===== config.mk =====
export PLATFORM = sky130hd
export DESIGN_NAME = fetch_ext_rd
export DESIGN_NICKNAME = d
export VERILOG_FILES = /design/src/rtl/fetch_ext_rd_pkg.sv /design/src/rtl/fetch_ext_agen.sv /design/src/rtl/fetch_ext_rd.sv
export SDC_FILE = /design/constraint.sdc
export NUM_CORES = 1
export LEC_CHECK = 0
export ABC_AREA = 1
export BUFFER_PORTS_ARGS = -buffer_cell sky130_fd_sc_hd__clkbuf_2
export CAP_MARGIN = 40
export CORE_MARGIN = 2
export CORE_UTILIZATION = 52
export DETAILED_ROUTE_END_ITERATION = 12
export PLACE_DENSITY = 0.82
export SLEW_MARGIN = 20
export SYNTH_ARGS = -nofsm -noshare
export SYNTH_HDL_FRONTEND = slang
export SYNTH_SLANG_ARGS = --single-unit

===== constraint.sdc =====
create_clock -name clk -period 5.01 [get_ports clk]
set_input_delay 0.2505 -clock clk [delete_from_list [all_inputs] [get_ports clk]]
set_output_delay 0.2505 -clock clk [all_outputs]
set_load 0.01 [all_outputs]

===== src/rtl/fetch_ext_rd_pkg.sv =====
// rtl/fetch_ext_rd_pkg.sv - shared widths, beat count and FSM encoding for fetch_ext_rd
//
// Purpose: picture-size and pixel-depth macros plus package constants and the
//          load FSM state type, shared by fetch_ext_rd and fetch_ext_agen.
// Ports:   none (package).
`ifndef PIC_W_MB_LEN
`define PIC_W_MB_LEN 8
`endif
`ifndef PIC_H_MB_LEN
`define PIC_H_MB_LEN 8
`endif
`ifndef BIT_DEPTH
`define BIT_DEPTH 8
`endif

package fetch_ext_rd_pkg;

    // One 16x16 MB = 16 rows x 2 halves of 8 pixels.
    localparam int BEATS      = 32;
    localparam int BEAT_CNT_W = 6;

    typedef enum logic [2:0] {
        ST_IDLE  = 3'd0,
        ST_CALC  = 3'd1,
        ST_REQ   = 3'd2,
        ST_DRAIN = 3'd3,
        ST_DONE  = 3'd4,
        ST_HOLD  = 3'd5
    } state_e;

endpackage


===== src/rtl/fetch_ext_agen.sv =====
// rtl/fetch_ext_agen.sv - incremental read-address generator for one MB load
//
// Purpose: produces the 8-byte read address for beat index beat_i of the MB
//          starting at row0. Beat k reads row 4*(k/8)+k%4, half (k/4)%2.
// Ports:
//   clk, rst_n   clock, asynchronous active-low reset
//   load_i       capture row0_i as the first group's row pointer
//   row0_i       byte address of MB row 0
//   stride_i     picture line stride in bytes
//   adv_i        current beat's request accepted
//   beat_i       index of the beat currently being requested
//   addr_o       read address for beat_i
module fetch_ext_agen
    import fetch_ext_rd_pkg::*;
#(
    parameter int ADDR_W = 32
) (
    input  logic                  clk,
    input  logic                  rst_n,
    input  logic                  load_i,
    input  logic [ADDR_W-1:0]     row0_i,
    input  logic [ADDR_W-1:0]     stride_i,
    input  logic                  adv_i,
    input  logic [BEAT_CNT_W-1:0] beat_i,
    output logic [ADDR_W-1:0]     addr_o
);

    logic [ADDR_W-1:0] grp_q, grp_d;
    logic [ADDR_W-1:0] row_off;

    // Group pointer steps down four lines after the 8th beat of each group.
    always_comb begin
        grp_d = grp_q;
        if (load_i) begin
            grp_d = row0_i;
        end else if (adv_i && (beat_i[2:0] == 3'd7)) begin
            grp_d = grp_q + (stride_i << 2);
        end
    end

    // Row within the group is 0..3, so the offset is a shift-add, not a multiply.
    always_comb begin
        case (beat_i[1:0])
            2'd0:    row_off = '0;
            2'd1:    row_off = stride_i;
            2'd2:    row_off = stride_i << 1;
            default: row_off = stride_i + (stride_i << 1);
        endcase
    end

    assign addr_o = grp_q + row_off + (beat_i[2] ? ADDR_W'(8) : ADDR_W'(0));

    always_ff @(posedge clk or negedge rst_n) begin
        if (!rst_n) begin
            grp_q <= '0;
        end else begin
            grp_q <= grp_d;
        end
    end

endmodule


===== src/rtl/fetch_ext_rd.sv =====
// rtl/fetch_ext_rd.sv - responder for the luma search-window ext MB load port
//
// Purpose: on ext_start_i, reads the 16x16 luma MB at (mb_x, mb_y) from frame
//          memory as 32 8-byte reads, streams them back on ext_valid_o/ext_data_o,
//          then pulses ext_done_o. Optional macro FETCH_EXT_CLAMP_EN clamps the
//          latched MB coordinates to the picture size.
// Ports:
//   clk, rst_n                   clock, asynchronous active-low reset
//   sys_total_x/y                picture size in MBs minus 1
//   sys_ref_base_i               reference luma plane base (8-byte aligned)
//   ext_start_i, ext_mb_x/y_i    load request level and MB coordinates
//   ext_valid_o, ext_data_o      returned beats, leftmost pixel in LSBs
//   ext_done_o                   one-cycle load-complete pulse
//   mem_req_o, mem_addr_o, mem_ack_i        read request channel
//   mem_rvalid_i, mem_rdata_i               in-order read return channel
`ifndef PIC_W_MB_LEN
`define PIC_W_MB_LEN 8
`endif
`ifndef PIC_H_MB_LEN
`define PIC_H_MB_LEN 8
`endif
`ifndef BIT_DEPTH
`define BIT_DEPTH 8
`endif

module fetch_ext_rd
    import fetch_ext_rd_pkg::*;
#(
    parameter int ADDR_W    = 32,
    parameter int MAX_OUTST = 4
) (
    input  logic                     clk,
    input  logic                     rst_n,
    input  logic [`PIC_W_MB_LEN-1:0] sys_total_x,
    input  logic [`PIC_H_MB_LEN-1:0] sys_total_y,
    input  logic [ADDR_W-1:0]        sys_ref_base_i,
    input  logic                     ext_start_i,
    input  logic [`PIC_W_MB_LEN-1:0] ext_mb_x_i,
    input  logic [`PIC_H_MB_LEN-1:0] ext_mb_y_i,
    output logic                     ext_valid_o,
    output logic [8*`BIT_DEPTH-1:0]  ext_data_o,
    output logic                     ext_done_o,
    output logic                     mem_req_o,
    output logic [ADDR_W-1:0]        mem_addr_o,
    input  logic                     mem_ack_i,
    input  logic                     mem_rvalid_i,
    input  logic [8*`BIT_DEPTH-1:0]  mem_rdata_i
);

    state_e                   state_q, state_d;
    logic [`PIC_W_MB_LEN-1:0] mb_x_q, mb_x_d, x_lat;
    logic [`PIC_H_MB_LEN-1:0] mb_y_q, mb_y_d, y_lat;
    logic [BEAT_CNT_W-1:0]    req_cnt_q, req_cnt_d;
    logic [BEAT_CNT_W-1:0]    beat_cnt_q, beat_cnt_d;
    logic [2:0]               outst_q, outst_d;
    logic                     valid_q, valid_d;
    logic [8*`BIT_DEPTH-1:0]  data_q, data_d;

    logic [ADDR_W-1:0]        stride, row0;
    logic                     load, ack, rv_take, accept;

`ifdef FETCH_EXT_CLAMP_EN
    assign x_lat = (ext_mb_x_i > sys_total_x) ? sys_total_x : ext_mb_x_i;
    assign y_lat = (ext_mb_y_i > sys_total_y) ? sys_total_y : ext_mb_y_i;
`else
    logic unused_total_y;
    assign unused_total_y = ^sys_total_y;
    assign x_lat = ext_mb_x_i;
    assign y_lat = ext_mb_y_i;
`endif

    assign stride = (ADDR_W'(sys_total_x) + ADDR_W'(1)) << 4;
    assign row0   = sys_ref_base_i + ((ADDR_W'(mb_y_q) * stride) << 4)
                  + (ADDR_W'(mb_x_q) << 4);

    // A return with nothing outstanding (e.g. left over from before a reset)
    // is dropped entirely and never reaches the output.
    assign rv_take = mem_rvalid_i && (outst_q != 3'd0);
    assign accept  = rv_take && ((state_q == ST_REQ) || (state_q == ST_DRAIN));
    assign ack     = mem_req_o && mem_ack_i;

    always_comb begin
        state_d    = state_q;
        mb_x_d     = mb_x_q;
        mb_y_d     = mb_y_q;
        req_cnt_d  = req_cnt_q;
        beat_cnt_d = beat_cnt_q;
        mem_req_o  = 1'b0;
        ext_done_o = 1'b0;
        load       = 1'b0;

        case (state_q)
            ST_IDLE: begin
                if (ext_start_i) begin
                    mb_x_d     = x_lat;
                    mb_y_d     = y_lat;
                    req_cnt_d  = '0;
                    beat_cnt_d = '0;
                    state_d    = ST_CALC;
                end
            end
            ST_CALC: begin
                load    = 1'b1;
                state_d = ST_REQ;
            end
            ST_REQ: begin
                mem_req_o = (req_cnt_q < BEAT_CNT_W'(BEATS)) && (outst_q < 3'(MAX_OUTST));
                if (req_cnt_q == BEAT_CNT_W'(BEATS)) begin
                    state_d = ST_DRAIN;
                end
            end
            ST_DRAIN: begin
                if (beat_cnt_q == BEAT_CNT_W'(BEATS)) begin
                    state_d = ST_DONE;
                end
            end
            ST_DONE: begin
                ext_done_o = 1'b1;
                state_d    = ST_HOLD;
            end
            ST_HOLD: begin
                if (!ext_start_i) begin
                    state_d = ST_IDLE;
                end
            end
            default: state_d = ST_IDLE;
        endcase

        if (ack) begin
            req_cnt_d = req_cnt_q + BEAT_CNT_W'(1);
        end
        if (accept) begin
            beat_cnt_d = beat_cnt_q + BEAT_CNT_W'(1);
        end
    end

    assign outst_d = outst_q + {2'b00, ack} - {2'b00, rv_take};
    assign valid_d = accept;
    assign data_d  = accept ? mem_rdata_i : '0;

    fetch_ext_agen #(
        .ADDR_W (ADDR_W)
    ) u_agen (
        .clk      (clk),
        .rst_n    (rst_n),
        .load_i   (load),
        .row0_i   (row0),
        .stride_i (stride),
        .adv_i    (ack),
        .beat_i   (req_cnt_q),
        .addr_o   (mem_addr_o)
    );

    always_ff @(posedge clk or negedge rst_n) begin
        if (!rst_n) begin
            state_q    <= ST_IDLE;
            mb_x_q     <= '0;
            mb_y_q     <= '0;
            req_cnt_q  <= '0;
            beat_cnt_q <= '0;
            outst_q    <= '0;
            valid_q    <= 1'b0;
            data_q     <= '0;
        end else begin
            state_q    <= state_d;
            mb_x_q     <= mb_x_d;
            mb_y_q     <= mb_y_d;
            req_cnt_q  <= req_cnt_d;
            beat_cnt_q <= beat_cnt_d;
            outst_q    <= outst_d;
            valid_q    <= valid_d;
            data_q     <= data_d;
        end
    end

    assign ext_valid_o = valid_q;
    assign ext_data_o  = data_q;

endmodule


# After elaboration in Yosys (flattened, before gate mapping)
# Cells that the tools add are included.
[classes] n_mux=17 magnitude_cmp=2 n_eq_ne=14 reduce_logical=18 add_sub_neg=11 n_mul=1
[op_table] op="one-hot mux 32 bit (3 select lines)" n=1
[op_table] op="adder 32 bit" n=2
[op_table] op="2-to-1 mux 32 bit" n=2
[op_table] op="2-to-1 mux 64 bit" n=1
[op_table] op="adder 32 x 12 -> 32 bit" n=1
[op_table] op="adder 32 x 15 -> 32 bit" n=1
[op_table] op="adder 32 x 25 -> 32 bit" n=1
[op_table] op="2-to-1 mux 6 bit" n=4
[op_table] op="one-hot mux 3 bit (6 select lines)" n=1
[op_table] op="multiplier 8 x 9 -> 17 bit" n=1
[op_table] op="adder 13 x 14 -> 15 bit" n=1
[op_table] op="adder 6 x 1 -> 6 bit (second input constant)" n=2
[op_table] op="== test 6 bit (second input constant)" n=2
[op_table] op="2-to-1 mux 3 bit" n=4
[op_table] op="nonzero test 2 bit" n=5
[op_table] op="adder 8 x 1 -> 9 bit (second input constant)" n=1
[op_table] op="== test 3 bit (second input constant)" n=3
[op_table] op="== test 3 x 2 -> 1 bit (second input constant)" n=2
[op_table] op="< comparator 6 bit (second input constant)" n=1
[op_table] op="AND reduction 2 bit" n=3
[op_table] op="logical AND 1 bit" n=5
[op_table] op="2-to-1 mux 4 bit" n=1
[op_table] op="inequality test 2 x 1 -> 1 bit (second input constant)" n=2
[op_table] op="inequality test 2 bit (second input constant)" n=2
[op_table] op="other kinds (12)" n=14
[totals] output_inout_bits=99 word_cells=72 input_bits=133 reg_bits=131

# Logic depth before layout (Yosys ltp)
# Gate-level depths: netlist of the first run.
[depth] depth_word=7 depth_mapped=38

# Hierarchy
# From an unflattened synthesis of the first run, not the netlist that was laid out.
[hier_totals] cells_unflattened=2362 hier_area_um2=16052.9
[modules_own_cells] module="fetch_ext_rd" instances=1 cells_per_inst=1102 seq_area_each_um2=2477.4 area_per_inst_um2=8255.4
[modules_own_cells] module="fetch_ext_agen" instances=1 cells_per_inst=1260 seq_area_each_um2=800.8 area_per_inst_um2=7797.5

# Worst setup path before layout of the first run
# OpenSTA, ideal clock, no wires.
[synth_timing] path_kind="input to register" startpoint="input sys_total_x[0]" endpoint="register u_agen.grp_q[27]" t_required_ns=4.894 slack_ns=-1.157 path_buffers=2 arrival_ns=6.051 cell_stages=33 cell_sequence="clkbuf_1 > inv_1 > ha_1 > clkbuf_1 > inv_1 > nand2_1 > fa_1 > fa_1 > inv_1 > fa_1 > inv_1 > fa_1 > inv_1 > ha_1 > nand2_1 > nor2_1 > a21oi_1 > nor2_1 > nor2_1 > xor2_1 > inv_1 > ha_1 > ha_1 > nand2_1 > inv_1 > a21oi_1 > inv_1 > a21oi_1 > nand3_1 > nand2_1 > nand3_1 > nand2_1 > nand2_1"
[synth_between] elab_chain_len=5 word_cells_on_any_way=7 classes_between="add/sub (4); mul (1); mux (2)"
[synth_lines] item="start: declaration" line="fetch_ext_rd.sv:34" source="input logic [`PIC_W_MB_LEN-1:0] sys_total_x,"
[synth_lines] item="adder 8 x 1 -> 9 bit *" line="fetch_ext_rd.sv:72" source="assign stride = (ADDR_W'(sys_total_x) + ADDR_W'(1)) << 4;"
[synth_lines] item="multiplier 8 x 9 -> 17 bit" line="fetch_ext_rd.sv:73" source="assign row0 = sys_ref_base_i + ((ADDR_W'(mb_y_q) * stride) << 4)"
[synth_lines] item="adder 32 x 25 -> 32 bit" line="fetch_ext_rd.sv:73"
[synth_lines] item="adder 32 x 12 -> 32 bit" line="fetch_ext_rd.sv:74" source="+ (ADDR_W'(mb_x_q) << 4);"
[synth_lines] item="2-to-1 mux 32 bit *" line="fetch_ext_agen.sv:34" source="if (load_i) begin"
[synth_lines] item="end signal: assignment" line="fetch_ext_agen.sv:57" source="grp_q <= grp_d;"
[synth_lines] item="end: declaration" line="fetch_ext_agen.sv:28" source="logic [ADDR_W-1:0] grp_q, grp_d;"
# Every way passes the cells marked *; elsewhere a longest branch is shown, timed or not. The select of a mux whose other input is x is not followed.
# A chain may end at the register's enable or synchronous reset.

# Worst setup path after layout of the first run
[layout_timing] startpoint="input sys_total_x[2]" endpoint="register u_agen.grp_q[28]"
# Same word-level chain as after synthesis.

==> summary.txt, run 1 <==
Outcome
  • Run status: finished with violations
  • Failing checks: setup timing

Clock network
  • CTS tree: built
  • Clock latency on the worst-skew pair: 0.44 ns
  • Num CTS Buffers: 17
  • H-tree Lvls: 4
  • Sink Count: 131
  • Clock-pin slew on the worst setup and hold paths: 0.08 ns
  • Clock root buffer: clkbuf_16
  • Clock buffer depth: 2

Logic synthesis
  • Post-Synth Adder-Cell Area: 20.4%
  • Compound-Gate Fraction of Synth Area: 7.35%
  • Syn avg cell area: 6.98 um^2
  • Syn_nets: 2029
  • Top FF cell, synth: dfrtp_1
  • Post-synthesis cell count: 1730
  • Synth cell types: 43
  • Mux share of post-synthesis cell area: 0.467%
  • Synth warnings: 0
  • Xor and xnor area share after synthesis: 4.06%
  • Post-synth EDFFs: 0
  • Synthesized area: 0.0121 mm^2
  • Register area share after synthesis: 27.2%
  • Main combinational cell family by area after synthesis: simple AND/OR/NAND/NOR gates
  • Synthesized flop and latch total: 131
  • Post-synth ARST share: 100%
  • Simple-gate share of the synthesized area: 28.7%

Setup path
  • CP startpoint: sys_total_x[2]
  • Reg2Reg Setup Slack: -0.46 ns
  • Critical R2R Capture: u_agen.grp_q[28]
  • Element type at the critical path end: flop
  • CP Buf/Inv Count: 6
  • Max stage delay cell, worst path: fa_1
  • Critical Path AT: 5.86 ns
  • CP max stage delay: 0.55 ns
  • CP endpoint: u_agen.grp_q[28]
  • Top delay family on crit path: adder cells
  • CP Depth: 32
  • Setup Crit Path Kind: in2reg
  • Path depth of the worst reg2reg path: 27
  • CP Launch Type: primary input
  • Worst reg2reg path startpoint: mb_y_q[6]
  • Most common cell on crit path: nand2_1
  • CP required: 5.33 ns
  • Critical path fanouts, max: 4

STA
  • Final setup viols: 17
  • Fmax: 0.180 GHz
  • Max-slew violations: 0
  • Final period util: 111%
  • Fin worst setup slack: -0.533 ns
  • Final worst path period need: 5.54 ns
  • Final hold viol count: 0
  • Slew HR: 48.3%
  • Clock Skew: 0.0167 ns
  • RSZ-0062 raised after global routing: yes
  • Slew @ Worst Pin: 0.775 ns

GRT
  • GRT Util Overall: 32.2%
  • Initial antenna violation count: 0
  • First-pass GRT wire length: 61600 um
  • Largest net degree at the start of global routing: 80
  • Vias in the first global route: 12.6k
  • GRT overflow: 0

Routing
  • Routed vias: 12.7k
  • Drt total wl: 40100 um
  • Via/cell ratio: 5.28
  • WL per Instance: 16.7 um
  • Antenna Nets Post-Route: 0
  • Drt initial violations: 983
  • DRC viols: 0
  • 1st-pass router iterations: 5

Min path
  • Hold Path Depth: 3
  • Hold Crit Class: in2reg

Layout
  • Area occupied by multi-input gates: 0.00850 mm^2
  • Fillers: 1758
  • Area added between synthesis and finish: 36.2%
  • Design area: 0.0164 mm^2
  • Core Util, Final: 72.4%
  • Layout cell share with drive strength beyond 1: 30.6%
  • Finished Layout Cells: 2398
  • Nets@finish: 2398
  • FF+latch area: 0.00328 mm^2

Place
  • Detailed Place HPWL: 29400 um
  • Routability cong.: 1.02
  • Cell Area, Placed: 0.0147 mm^2
  • I/O Buffers: 223
  • Placed cells: 2329

Floorplanning
  • I/O pins: 232
  • Die area: 0.0244 mm^2
  • Die Wd: 156 um
  • Initial Util: 53.1%
  • Row count: 55
  • Die Y: 156 um
  • Core ar.: 0.0227 mm^2

Run
  • Max cap viols: 0
[flip-flops by register name, indices dropped and copies added, names as in the netlist]
name / count
outst_q: 3
mb_y_q: 8
req_cnt_q: 6
state_q: 3
u_agen.grp_q: 32
ext_valid_o: 1
ext_data_o: 64
mb_x_q: 8
beat_cnt_q: 6
[cell usage after synthesis, types with 2 or more instances]
| cell | number | area [um^2] |
|---|---|---|
| a21oi_1 | 78 | 390 |
| a31oi_1 | 12 | 75.1 |
| buf_2 | 8 | 40.0 |
| buf_4 | 5 | 37.5 |
| buf_6 | 3 | 33.8 |
| clkbuf_1 | 13 | 48.8 |
| clkinv_1 | 7 | 26.3 |
| dfrtp_1 | 131 | 3280 |
| fa_1 | 51 | 1020 |
| ha_1 | 115 | 1440 |
| inv_1 | 327 | 1230 |
| inv_2 | 2 | 7.51 |
| mux2_2 | 5 | 56.3 |
| nand2_1 | 428 | 1610 |
| nand2_2 | 2 | 12.5 |
| nand3_1 | 111 | 556 |
| nand3b_1 | 4 | 30.0 |
| nand4_1 | 25 | 156 |
| nor2_1 | 241 | 905 |
| nor2_2 | 3 | 18.8 |
| nor3_1 | 15 | 75.1 |
| nor4_1 | 2 | 12.5 |
| o211ai_1 | 3 | 22.5 |
| o21ai_0 | 43 | 215 |
| o21bai_1 | 5 | 37.5 |
| o221ai_1 | 2 | 17.5 |
| o22ai_1 | 12 | 75.1 |
| or2_2 | 8 | 50.1 |
| xnor2_1 | 13 | 114 |
| xor2_1 | 43 | 377 |
[per-layer routing]
metal	vias to the layer above	wire (um)	track usage, %
li1	6111	-	-
met3	146	2860	6.20
met2	519	19200	54.9
met4	0	2350	16.6
met1	5893	15600	38.7
met5	-	0	0
[cell usage in the layout, fill, tap and decap left out, drive strengths merged, types with 13 or more instances in the layout]
cell type	count
nand2	431
inv	341
nor2	245
clkbuf	237
buf	153
dfrtp	131
ha	115
nand3	111
a21oi	78
fa	51
o21ai	44
xor2	43
nand4	25
nor3	16
xnor2	13
[repair_timing]
| action | in CTS | in global routing |
|---|---|---|
| setup buffers | 5 | 24 |
| hold buffers | 7 | 0 |
| gates resized for setup | 118 | 98 |
| pin swaps | 72 | 71 |
| setup endpoints to repair | 19 | 19 |
| hold endpoints to repair | 26 | 0 |
[through the flow]
stage,setup TNS (ns),hold WS (ns),worst slack [ns]
after CTS,-3.75,0.000537,-0.318
after floorplan,-4.13,-0.0451,-0.409
after detailed placement,-14.24,0.124,-0.960
final,-6.64,0.000230,-0.533
after global placement,-12.66,0.422,-0.888
after global routing,-10.79,0.00165,-0.784
[worst min path at each step]
stage | startpoint | endpoint | slack, ns
floorplan | rst_n | beat_cnt_q[0] | -0.05
global placement | rst_n | u_agen.grp_q[16] | 0.42
detailed placement | rst_n | u_agen.grp_q[16] | 0.12
CTS | mem_rdata_i[37] | ext_data_o[37] | 0.0005
global route | mem_rdata_i[36] | ext_data_o[36] | 0.002
finish | mem_rdata_i[39] | ext_data_o[39] | 0.0002
[final cells by class]
| type | instances | area share, % |
|---|---|---|
| timing repair buffer | 380 | 14.8 |
| antenna | 1 | 0.0152 |
| clock inverter | 15 | 0.936 |
| inverter | 337 | 7.86 |
| multi-input combinational | 1232 | 51.7 |
| sequential | 131 | 19.9 |
| tap | 285 | 2.17 |
| clock buffer | 17 | 2.59 |
[kinds of logic (layout without fill, tap and decap cells)]
group                    count (synthesis)  in the layout
AO/OA/AOI/OAI                          162            162
adder cells (fa/ha/maj)                166            166
AND/OR/NAND/NOR                        843            843
other                                    0              1
buffers and inverters                  367            749
multiplexers                             5              5
XOR/XNOR                                56             56
flip-flops                             131            131
[worst min-delay path: cells and delay by family]
| kind | cells | cell delay, ns |
|---|---|---|
| buf+inv | 2 | 0.12 |
| simple gates | 1 | 0.04 |
Power of run 1 is left out: the tool's default activity adds up to more than one toggle a clock period on the data nets, which glitch-free logic cannot reach.
==> run 2, diff against run 1 <==
--- a/config.mk
+++ b/config.mk
@@ -14,2 +14,3 @@
 export PLACE_DENSITY = 0.82
+export SETUP_SLACK_MARGIN = 0.5
 export SLEW_MARGIN = 20
--- a/constraint.sdc
+++ b/constraint.sdc
@@ -3,2 +3,2 @@
 set_output_delay 0.2505 -clock clk [all_outputs]
-set_load 0.01 [all_outputs]
+set_load 0.1 [all_outputs]
==> summary.txt, run 2 (same netlist as run 1, synthesis figures left out) <==
Routing
  • DRC viols: 0 (unchanged)
  • Drt total wl: 39600 um (-1.3%)
  • Antenna Nets Post-Route: 0 (unchanged)
  • Routed vias: 12.8k (+1.1%)
  • WL per Instance: 16.6 um (-0.85%)
  • Drt initial violations: 1039 (+5.7%)
  • 1st-pass router iterations: 5 (unchanged)
  • Via/cell ratio: 5.36 (+1.5%)

Layout
  • Max reg flops: 64 (unchanged)
  • Layout cell share with drive strength beyond 1: 32.2% (+1.6 points)
  • Design area: 0.0168 mm^2 (+2.0%)
  • Most frequent cells in the layout: nand2_1 (355), inv_1 (292), clkbuf_2 (203)
  • Commonest non-fill, non-tap cell in the layout: nand2_1
  • Number of diodes: 0 (-1)
  • Nets@finish: 2389 (-0.38%)
  • Area added between synthesis and finish: 38.9%
  • Fillers: 1727 (-1.8%)

Run
  • Max cap viols: 0 (unchanged)

GRT
  • GRT overflow: 0 (unchanged)
  • Largest net degree at the start of global routing: 73 (-8.8%)
  • First-pass GRT wire length: 63300 um (+2.6%)
  • GRT Util Overall: 32.9% (+0.73 points)
  • Initial antenna violation count: 0 (unchanged)
  • Vias in the first global route: 13.0k (+2.8%)

STA
  • Max-slew violations: 0 (unchanged)
  • Final hold viol count: 0 (unchanged)
  • Fmax: 0.185 GHz (+2.3%)
  • Slew HR: 50.3% (+2.1 points)
  • Slew @ Worst Pin: 0.744 ns (-0.0310 ns)
  • Hold slack: 0.00481 ns (+0.00458 ns)
  • Clock Skew: 0.0133 ns (-0.00335 ns)
  • Final worst path period need: 5.42 ns (-0.124 ns)
  • Final setup viols: 17 (unchanged)
  • Final period util: 108% (-2.5 points)
  • RSZ-0062 raised after global routing: yes
  • Fin worst setup slack: -0.409 ns (+0.124 ns)

Floorplanning
  • I/O pins: 232 (unchanged)
  • Die area: 0.0244 mm^2 (unchanged)
  • Row count: 55 (unchanged)
  • Die Y: 156 um (unchanged)
  • Initial Util: 53.1% (unchanged)
  • Core ar.: 0.0227 mm^2 (unchanged)
  • Die Wd: 156 um (unchanged)

Setup path
  • Critical Path AT: 5.79 ns (-0.07 ns)
  • CP Launch Type: primary input
  • Element type at the critical path end: flop
  • Most common cell on crit path: nand2_1
  • Critical R2R Capture: u_agen.grp_q[28]
  • Critical path fanouts, max: 4 (unchanged)
  • Reg2Reg Setup Slack: -0.41 ns (+0.05 ns)
  • Path depth of the worst reg2reg path: 29 (+7.4%)
  • CP required: 5.38 ns (+0.05 ns)
  • Worst reg2reg path startpoint: mb_y_q[5]
  • Setup Crit Path Kind: in2reg
  • Max stage delay cell, worst path: fa_1
  • CP max stage delay: 0.51 ns (-0.04 ns)

Outcome
  • Failing checks: setup timing
  • Run status: finished with violations

Clock network
  • Sink Count: 131 (unchanged)
  • Num CTS Buffers: 17 (unchanged)
  • Clock buffer depth: 2 (unchanged)
  • Clock latency on the worst-skew pair: 0.44 ns (about the same)
  • Clock-pin slew on the worst setup and hold paths: 0.07 ns (about the same)
  • Clock root buffer: clkbuf_16
  • H-tree Lvls: 4 (unchanged)
  • CTS tree: built

Min path
  • Hold Path Depth: 3 (unchanged)
  • Hold Crit Class: in2reg
  • Hold_sp: mem_rdata_i[9]
  • Worst hold endpoint: ext_data_o[9]

Place
  • Routability cong.: 0.956 (-6.1%)
  • I/O Buffers: 223 (unchanged)
  • Cell Area, Placed: 0.0149 mm^2 (+1.5%)
  • Detailed Place HPWL: 29500 um (+0.15%)
  • Pre-CTS setup slack: -0.926 ns (+0.0339 ns)
run 2: worst max-delay path by stage:
stage / start / endpoint / cells after the start
2_1_floorplan: sys_total_x[0] / u_agen.grp_q[28] / 32
3_3_place_gp: sys_total_x[0] / u_agen.grp_q[28] / 31
3_5_place_dp: sys_total_x[0] / u_agen.grp_q[31] / 30
4_1_cts: mb_y_q[6] / u_agen.grp_q[24] / 28
5_1_grt: sys_total_x[0] / u_agen.grp_q[24] / 32
6_report: sys_total_x[0] / u_agen.grp_q[28] / 33
run 2: metrics by stage:
stage          instances  utilization (%)  TNS [ns]
2_1_floorplan       1730                -     -4.10
3_3_place_gp        2315             65.8    -11.98
3_5_place_dp        2316             65.8    -14.42
4_1_cts             2377             72.0     -2.42
5_1_grt             2388             73.8     -8.67
6_report            2388             73.8     -4.74
run 2: area by class of cell:
class,instances,area [um^2],area share (%)
Multi-Input combinational cell,1232,8740,52.2
Sequential cell,131,3280,19.6
Timing Repair Buffer,371,2490,14.8
Inverter,337,1300,7.76
Clock buffer,17,425,2.54
Tap cell,285,357,2.13
Clock inverter,15,171,1.02
run 2: worst max-delay path, delay by kind of cell:
family	cells	cell delay, ns
fa+ha+maj	8	2.87
simple gates	17	1.78
compound gates	3	0.39
buf+inv	4	0.30
xor+xnor	1	0.16
run 2: per-layer routing:
| layer | vias to the layer above | track usage [%] | part of all wire [%] |
|---|---|---|---|
| met5 | - | 0 | 0 |
| met2 | 538 | 58.8 | 50 |
| met1 | 6079 | 38.9 | 39 |
| met3 | 100 | 5.65 | 7.6 |
| li1 | 6088 | - | - |
| met4 | 0 | 14.2 | 4.2 |
run 2: timing repair:
action | 4_1_cts | 5_1_grt
pin swaps | 107 | 48
gates cloned | 0 | 0
setup buffers | 12 | 11
endpoints found under the hold margin | 87 | 0
endpoints found under the setup margin | 23 | 37
gates resized for setup | 146 | 104
hold buffers | 17 | 0
Power of run 2 is left out for the same reason.
